<file path="src/rtl/cpu_controller.sv">
// Instruction register and Moore sequencer for the register-file/shifter/ALU datapath.
// Executes one decoded instruction per start pulse and reports idle via w.
module cpu_controller (
    input  logic        clk,
    input  logic        reset,
    input  logic        load,
    input  logic        s,
    input  logic [15:0] in,
    output logic        w,
    output logic [2:0]  readnum,
    output logic [2:0]  writenum,
    output logic        write,
    output logic [1:0]  vsel,
    output logic        loada,
    output logic        loadb,
    output logic        asel,
    output logic        bsel,
    output logic [1:0]  shift,
    output logic [1:0]  ALUop,
    output logic        loadc,
    output logic        loads,
    output logic [15:0] sximm8,
    output logic [15:0] sximm5
);

    typedef enum logic [2:0] {
        ST_WAIT   = 3'd0,
        ST_DECODE = 3'd1,
        ST_GET_A  = 3'd2,
        ST_GET_B  = 3'd3,
        ST_ALU    = 3'd4,
        ST_WR_REG = 3'd5,
        ST_WR_IMM = 3'd6
    } state_t;

    state_t      state_r;
    state_t      state_next_s;
    logic [15:0] ir_r;

    logic [2:0]  opcode_s;
    logic [1:0]  op_s;
    logic [2:0]  rn_s;
    logic [2:0]  rd_s;
    logic [1:0]  sh_s;
    logic [2:0]  rm_s;

    assign opcode_s = ir_r[15:13];
    assign op_s     = ir_r[12:11];
    assign rn_s     = ir_r[10:8];
    assign rd_s     = ir_r[7:5];
    assign sh_s     = ir_r[4:3];
    assign rm_s     = ir_r[2:0];

    assign sximm8 = {{8{ir_r[7]}}, ir_r[7:0]};
    assign sximm5 = {{11{ir_r[4]}}, ir_r[4:0]};

    // State register and instruction register; IR only accepts a word while idle.
    always_ff @(posedge clk) begin
        if (reset) begin
            state_r <= ST_WAIT;
            ir_r    <= 16'h0000;
        end else begin
            state_r <= state_next_s;
            if (load && (state_r == ST_WAIT)) begin
                ir_r <= in;
            end else begin
                ir_r <= ir_r;
            end
        end
    end

    // Next-state decode and Moore control strobes.
    always_comb begin
        state_next_s = state_r;
        w        = 1'b0;
        readnum  = 3'd0;
        writenum = 3'd0;
        write    = 1'b0;
        vsel     = 2'b00;
        loada    = 1'b0;
        loadb    = 1'b0;
        asel     = 1'b0;
        bsel     = 1'b0;
        shift    = 2'b00;
        ALUop    = 2'b00;
        loadc    = 1'b0;
        loads    = 1'b0;

        case (state_r)
            ST_WAIT: begin
                w = 1'b1;
                if (s) begin
                    state_next_s = ST_DECODE;
                end else begin
                    state_next_s = ST_WAIT;
                end
            end
            ST_DECODE: begin
                case ({opcode_s, op_s})
                    5'b110_10:                     state_next_s = ST_WR_IMM;
                    5'b110_00, 5'b101_11:          state_next_s = ST_GET_B;
                    5'b101_00, 5'b101_01, 5'b101_10: state_next_s = ST_GET_A;
                    default:                       state_next_s = ST_WAIT;
                endcase
            end
            ST_GET_A: begin
                readnum      = rn_s;
                loada        = 1'b1;
                state_next_s = ST_GET_B;
            end
            ST_GET_B: begin
                readnum      = rm_s;
                loadb        = 1'b1;
                state_next_s = ST_ALU;
            end
            ST_ALU: begin
                shift = sh_s;
                // MOV and MVN pass B through the ALU with A forced to zero.
                case ({opcode_s, op_s})
                    5'b110_00: begin
                        ALUop = 2'b00; asel = 1'b1; loadc = 1'b1;
                        state_next_s = ST_WR_REG;
                    end
                    5'b101_00: begin
                        ALUop = 2'b00; loadc = 1'b1;
                        state_next_s = ST_WR_REG;
                    end
                    5'b101_01: begin
                        ALUop = 2'b01; loads = 1'b1;
                        state_next_s = ST_WAIT;
                    end
                    5'b101_10: begin
                        ALUop = 2'b10; loadc = 1'b1;
                        state_next_s = ST_WR_REG;
                    end
                    5'b101_11: begin
                        ALUop = 2'b11; asel = 1'b1; loadc = 1'b1;
                        state_next_s = ST_WR_REG;
                    end
                    default: begin
                        state_next_s = ST_WAIT;
                    end
                endcase
            end
            ST_WR_REG: begin
                writenum     = rd_s;
                vsel         = 2'b00;
                write        = 1'b1;
                state_next_s = ST_WAIT;
            end
            ST_WR_IMM: begin
                writenum     = rn_s;
                vsel         = 2'b10;
                write        = 1'b1;
                state_next_s = ST_WAIT;
            end
            default: begin
                state_next_s = ST_WAIT;
            end
        endcase
    end

endmodule

</file>
<file path="config.mk">
export PLATFORM = sky130hd
export DESIGN_NAME = cpu_controller
export DESIGN_NICKNAME = d
export VERILOG_FILES = /design/src/rtl/cpu_controller.sv
export SDC_FILE = /design/constraint.sdc
export NUM_CORES = 1
export LEC_CHECK = 0
export ABC_AREA = 1
export BUFFER_PORTS_ARGS = -buffer_cell sky130_fd_sc_hd__buf_2
export CAP_MARGIN = 20
export CORE_MARGIN = 4
export CORE_UTILIZATION = 43
export DETAILED_ROUTE_END_ITERATION = 8
export MAX_ROUTING_LAYER = met4
export PLACE_DENSITY = 0.8
export SLEW_MARGIN = 20
export SYNTH_ARGS = -nofsm -noshare
export SYNTH_HDL_FRONTEND = slang
export SYNTH_SLANG_ARGS = --single-unit
</file>
<file path="constraint.sdc">
create_clock -name clk -period 1.2 [get_ports clk]
set_clock_uncertainty 0.05 [all_clocks]
set_input_delay 0.12 -clock clk [delete_from_list [all_inputs] [get_ports clk]]
set_output_delay 0.12 -clock clk [all_outputs]
set_load 0.01 [all_outputs]
</file>
==> results of run 1 <==
-- repair_timing --
action,CTS,global route
hold endpoints to repair,4,0
endpoints found under the setup margin,32,37
hold buffers,1,0
pin swaps,5,1
cloned,2,0
gates resized for setup,34,24
setup buffers,8,0
-- routing by layer --
metal  share of wire, %  up-vias  track usage, %
li1                   -      613               -
met1                 39      599            20.9
met2                 49       74            31.3
met3                9.7       12            3.83
met4                2.6        0            8.05
met5                  0        -               -
-- layout make-up --
type	count	share of cell area (%)
well taps	30	2.22
clock buffers	4	1.56
flip-flops and latches	19	23.2
multi-input cells	86	36.4
repair buffers	88	30.7
inverters	26	5.93
-- report_power, final --
| group | switching, mW | internal [mW] |
|---|---|---|
| sequential | 0.0324 | 0.678 |
| combinational | 0.260 | 0.187 |
| clock | 0.198 | 0.129 |
| total | 0.491 | 0.993 |
-- worst max-delay path, cell delays in order, from the launching register on --
cell     delay (ps)
dfxtp_2         360
buf_4           140
nand3_1         150
o22ai_1         210
buf_2           170
-- metrics by stage --
| stage | setup WS (ps) | std cells | total power [mW] | area, um^2 |
|---|---|---|---|---|
| after detailed placement | -11.0 | 238 | 1.06 | 1360 |
| after floorplan | -16.2 | 167 | 1.03 | 1190 |
| after global placement | 8.90 | 238 | 1.05 | 1360 |
| after CTS | -262 | 253 | 1.45 | 1610 |
| final | -298 | 253 | 1.48 | 1690 |
| after global routing | -361 | 253 | 1.57 | 1690 |
-- worst max path at each step --
stage	start	endpoint	slack, ps	cells past startpoint
2_1_floorplan	state_r[2]	ALUop[0]	-20	4
3_3_place_gp	ir_r[14]	loadc	9	7
3_5_place_dp	state_r[2]	ir_r[7]	-10	5
4_1_cts	state_r[2]	readnum[2]	-260	5
5_1_grt	state_r[0]	writenum[2]	-360	4
6_report	state_r[0]	writenum[2]	-300	4
-- state kept, by name (all words and copies together) (netlist names) --
signal   flops
state_r      3
ir_r        16
-- logic make-up (layout without fill, tap and decap cells) --
kind of cell / Yosys count / after routing / share of synthesized area (%)
buffers and inverters: 64 / 118 / 33.1
and+or+nand+nor: 42 / 44 / 16.8
AOI/OAI and AO/OA: 40 / 40 / 17.7
other: 1 / 2 / 0.316
DFF: 19 / 19 / 32.1
-- cells in the final DEF, fill, tap and decap left out, types with 2 or more instances in the layout --
master | synthesis | routed
dfxtp_2 | 0 | 6
nor2_4 | 1 | 2
nand2_1 | 17 | 12
nand2_2 | 1 | 5
a21oi_2 | 0 | 2
o22ai_2 | 0 | 3
nand3_2 | 0 | 2
a21oi_1 | 19 | 17
nor2_2 | 0 | 3
buf_2 | 0 | 67
conb_1 | 1 | 2
inv_2 | 2 | 5
o21ai_2 | 0 | 13
o22ai_1 | 6 | 3
buf_6 | 2 | 4
clkbuf_4 | 0 | 3
dfxtp_1 | 19 | 12
nor2_1 | 9 | 5
nand2_8 | 0 | 3
nor3_2 | 0 | 2
buf_4 | 34 | 15
inv_1 | 24 | 20
nand3_1 | 8 | 6
==> summary.md, run 1 <==
| Metric | Value |
|---|---|
| Fin crit share | 125% |
| Clock Tree Root | clkbuf_4 |
| Hold Path Sink | ir_r[14] |
| Vias per cell | 5.13 |
| Area occupied by multi-input gates | 616 um^2 |
| Routed WL per cell | 13.8 um |
| Post-synth EDFFs | 0 |
| TritonCTS clock tree | yes |
| Clock Latency Late Sink | 290 ps |
| RSZ-0062 raised after global routing | yes |
| RD Place Congestion | 0.849 |
| Sequential Area | 392 um^2 |
| HP Class | input port to flip-flop |
| DP HPWL | 2.17 mm |
| Distinct cell type count after synthesis | 20 |
| Area growth, synth to finish | 42.4% |
| R2R setup slack | -60 ps |
| CP Data Arrival Time | 1330 ps |
| Final setup viols | 34 |
| Asr flop ratio synth | 0% |
| CP startpoint kind | flip-flop |
| Synthesized flop and latch total | 19 |
| Most used DFF post-synth | dfxtp_1 |
| Hold Path Cell Cnt | 3 |
| F_max | 667 MHz |
| Standard-cell rows | 18 |
| Finished Core Util | 66.4% |
| Filler Cell Count | 220 |
| Pin count of the biggest net entering global routing | 16 |
| Via count | 1298 |
| CP required | 1030 ps |
| Total negative setup slack | -4680 ps |
| # IOs | 72 |
| FF-to-FF End | ir_r[6] |
| Total grt overflow | 0 |
| Cts bufs inserted | 3 |
| Worst Setup End Kind | output pin |
| Max-Cap Viols | 0 |
| Final #Nets | 244 |
| Cells after Synth | 166 |
| First-pass GRT wire length | 4.90 mm |
| Drt initial violations | 54 |
| Clock Path Buffers | 2 |
| Htree depth | 1 |
| Crit path time final | 1500 ps |
| Reg2Reg Depth | 7 |
| Share of cells above drive strength 1 | 63.7% |
| Detailed Routing Iterations Pass 1 | 6 |
| Die H | 60.5 um |
| Pwr Density | 879 mW/mm^2 |
| Starting Density | 46.6% |
| Yosys warning total | 0 |
| Post-synthesis sequential area ratio | 32.1% |
| Status | finished with violations |
| Ranking of synthesized cells by area | dfxtp_1 (32%), buf_4 (22%), a21oi_1 (8.0%) |
| PortBufs | 69 |
| Fin worst setup slack | -298 ps |
| Failing checks | negative setup slack |
| N_diodes | 0 |
| Chip width | 60.5 um |
| Number of global-route vias before repair | 1113 |
| WS Path Type | flip-flop to output pin |
| DRC | 0 |
| Fin. Hold Viols | 0 |
| Yosys top cell by area | dfxtp_1 |
| Antenna viol nets, final | 0 |
| Die ar. | 0.00366 mm^2 |
| Slew Viols, Final | 0 |
| Worst Hold Launch | in[14] |
| List of most frequent post-synthesis cells | buf_4 (34), inv_1 (24), a21oi_1 (19), dfxtp_1 (19), nand2_1 (17) |
| Worst vdd ir | 0.592 mV |
| Worst-path fanout max | 4 |
| Core Footprint | 0.00254 mm^2 |
| Most frequent cell after synthesis | buf_4 |
| WL final | 3.50 mm |
| GRT Total Usage | 18.5% |
| Share of the synthesized area in the top cell type | 32.1% |
| CTS Sinks | 19 |
| Mapped cell area | 0.00119 mm^2 |
| Final hold slack | 26.7 ps |
| Crit Reg-Reg Startpoint | state_r[0] |
| Pleak | 0.872 nW |
| Clock transition at path regs | 110 ps |
| Avg Cell Area, Syn | 7.15 um^2 |
| Initial antenna violation count | 0 |
No activity file was read; power rests on OpenSTA's default activity.
==> inputs of run 2 (changes only) <==
Settings changed: CORE_UTILIZATION 43 to 46, PLACE_DENSITY 0.8 to 0.85.
Clock period 1.2 ns to 1.9 ns, I/O delays scaled along.
==> run 2 against run 1 <==
Compared with the run above: the run now ends clean; clock-buffer cell count is 1 lower; utilization is 14 points lower; cell count fell by 8.3%; routed wire length fell by 28%; combinational power fell by 57%; global-route usage fell by 2.8 points; clock power shrank 35%; non-clock buffer count decreased by 19; largest cell class unchanged.
==> summary.md, run 2 (same netlist as run 1, synthesis figures left out) <==
| Metric | Value |
|---|---|
| Antenna viol nets, final | 0 (unchanged) |
| DP HPWL | 2.01 mm (was 2.17 mm) |
| Finished Core Util | 52.7% (was 66.4%) |
| Chip width | 58.8 um (was 60.5 um) |
| # IOs | 72 (unchanged) |
| Worst-path fanout max | 6 (was 4) |
| Final hold slack | 57.3 ps (was 26.7 ps) |
| CP required | 1660 ps (was 1030 ps) |
| WS Path Type | flip-flop to output pin (unchanged) |
| Placed cell count | 228 (was 238) |
| DRC | 0 (unchanged) |
| Die ar. | 0.00346 mm^2 (was 0.00366 mm^2) |
| Biggest regs | ir_r (16), state_r (3) (unchanged) |
| Clock Latency Late Sink | 300 ps (was 290 ps) |
| Clock Path Buffers | 2 (unchanged) |
| Post-Layout Cell Count | 232 (was 253) |
| Cells resized by post-CTS repair | 0 (was 34) |
| Share of cells above drive strength 1 | 39.1% (was 63.7%) |
| Standard-cell rows | 18 (unchanged) |
| Final #Nets | 223 (was 244) |
| GRT Total Usage | 15.6% (was 18.5%) |
| Fin crit share | 90.8% |
| Vias per cell | 4.72 (was 5.13) |
| Clock power frac | 24.8% (was 22.1%) |
| HP Class | input port to flip-flop (unchanged) |
| Drt initial violations | 40 (was 54) |
| Clock Tree Root | clkbuf_4 (unchanged) |
| CTS Sinks | 19 (unchanged) |
| Clock transition at path regs | 120 ps (was 110 ps) |
| F_max | 580 MHz |
| PortBufs | 69 (unchanged) |
| Die H | 58.8 um (was 60.5 um) |
| Net Sw Frac | 31.7% (was 33.1%) |
| Total grt overflow | 0 (unchanged) |
| Fin. Hold Viols | 0 (unchanged) |
| WL final | 2.53 mm (was 3.50 mm) |
| RD Place Congestion | 0.920 (was 0.849) |
| Seq pwr share | 52.9% (was 47.8%) |
| CP Data Arrival Time | 1480 ps (was 1330 ps) |
| Slew Viols, Final | 0 (unchanged) |
| Area growth, synth to finish | 10.0% (was 42.4%) |
| Max FFs per register | 16 (unchanged) |
| Via count | 1096 (was 1298) |
| Worst Setup End Kind | output pin (unchanged) |
| Max-Cap Viols | 0 (unchanged) |
| Comb power frac | 22.3% (was 30.1%) |
| Starting Density | 47.9% (was 46.6%) |
| Worst vdd ir | 0.318 mV (was 0.592 mV) |
| Pin count of the biggest net entering global routing | 31 (was 16) |
| Core Footprint | 0.00248 mm^2 (was 0.00254 mm^2) |
| Crit path time final | 1720 ps |
| Detailed Routing Iterations Pass 1 | 4 (was 6) |
| Initial antenna violation count | 0 (unchanged) |
| TritonCTS clock tree | yes (unchanged) |
| Final total power | 0.853 mW (was 1.48 mW) |
| Top reg by flops | ir_r (unchanged) |
| RSZ-0062 raised after global routing | no (was yes) |
| Cts bufs inserted | 3 (unchanged) |
| Post-CTS Setup Bufs | 0 (was 8) |
| Total negative setup slack | 0 ps (was -4680 ps) |
| Pwr Density | 654 mW/mm^2 (was 879 mW/mm^2) |
| Number of global-route vias before repair | 940 (was 1113) |
| CP startpoint kind | flip-flop (unchanged) |
| Most frequent cells in the layout | buf_2 (69), inv_1 (24), a21oi_1 (19), dfxtp_1 (19), nand2_1 (17) (was buf_2 (67), inv_1 (20), a21oi_1 (17), buf_4 (15), o21ai_2 (13)) |
| N_diodes | 0 (unchanged) |
| Psw | 0.271 mW (was 0.491 mW) |
| Internal power | 0.582 mW (was 0.993 mW) |
| Hold_buf cts | 0 (was 1) |
| Pleak | 0.737 nW (was 0.872 nW) |
| Status | complete, no violations (was finished with violations) |
| First-pass GRT wire length | 4.14 mm (was 4.90 mm) |
| Final setup viols | 0 (was 34) |
| Htree depth | 1 (unchanged) |
| Most common cell after layout, fill and taps aside | buf_2 (unchanged) |
| Routed WL per cell | 10.9 um (was 13.8 um) |
## run 2: cell types whose count changed in the layout (fill, tap and decap cells not counted), moves of 4 or more
| cell | before | now |
|---|---|---|
| buf_6 | 4 | 0 |
| nor2_1 | 5 | 9 |
| inv_1 | 20 | 24 |
| o21ai_1 | 0 | 14 |
| o21ai_2 | 13 | 0 |
| nand2_1 | 12 | 17 |
| dfxtp_2 | 6 | 0 |
| buf_4 | 15 | 0 |
| dfxtp_1 | 12 | 19 |
| nand2_2 | 5 | 1 |
## run 2: critical path, cell delays in order (launching register included)
cell     delay [ps]
dfxtp_1         470
inv_1           120
nor2_1          160
inv_1           130
nor4_2          140
buf_2           160
## run 2: worst paths after layout
kind                                   end  slack [ps]  depth (start not counted)  startpoint
worst max-delay path                 loads         180                          5  state_r[2]
worst min-delay path            state_r[1]          60                          2       reset
worst max register to register    ir_r[12]         600                          6  state_r[0]
worst min register to register     ir_r[5]         430                          2     ir_r[5]
## run 2: routing by layer
metal  vias to the layer above  wire, um  global-route usage [%]
met5                         -         0                       -
met4                         0        34                    5.83
met2                        53      1150                    25.1
li1                        569         -                       -
met1                       470      1080                    20.6
met3                         4       262                   0.877
## run 2: metrics by stage
| step | setup slack (ps) | area, um^2 |
|---|---|---|
| 3_5_place_dp | 530 | 1280 |
| 4_1_cts | 174 | 1310 |
| 2_1_floorplan | 555 | 1190 |
| 3_3_place_gp | 584 | 1280 |
| 5_1_grt | 42.0 | 1310 |
| 6_report | 175 | 1310 |
## run 2: power by group through the flow
stage	clock (mW)	combinational [mW]	sequential [mW]
finish	0.212	0.190	0.451
CTS	0.221	0.192	0.451
detailed placement	0	0.192	0.460
global route	0.237	0.214	0.457
floorplan	0	0.191	0.458
global placement	0	0.190	0.459
## run 2: area by class of cell
| class | count | area (um^2) |
|---|---|---|
| Fill cell | 255 | 1170 |
| Multi-Input combinational cell | 84 | 417 |
| Sequential cell | 19 | 380 |
| Timing Repair Buffer | 69 | 345 |
| Inverter | 26 | 97.6 |
| Tap cell | 30 | 37.5 |
| Clock buffer | 3 | 22.5 |
| Clock inverter | 1 | 5.00 |
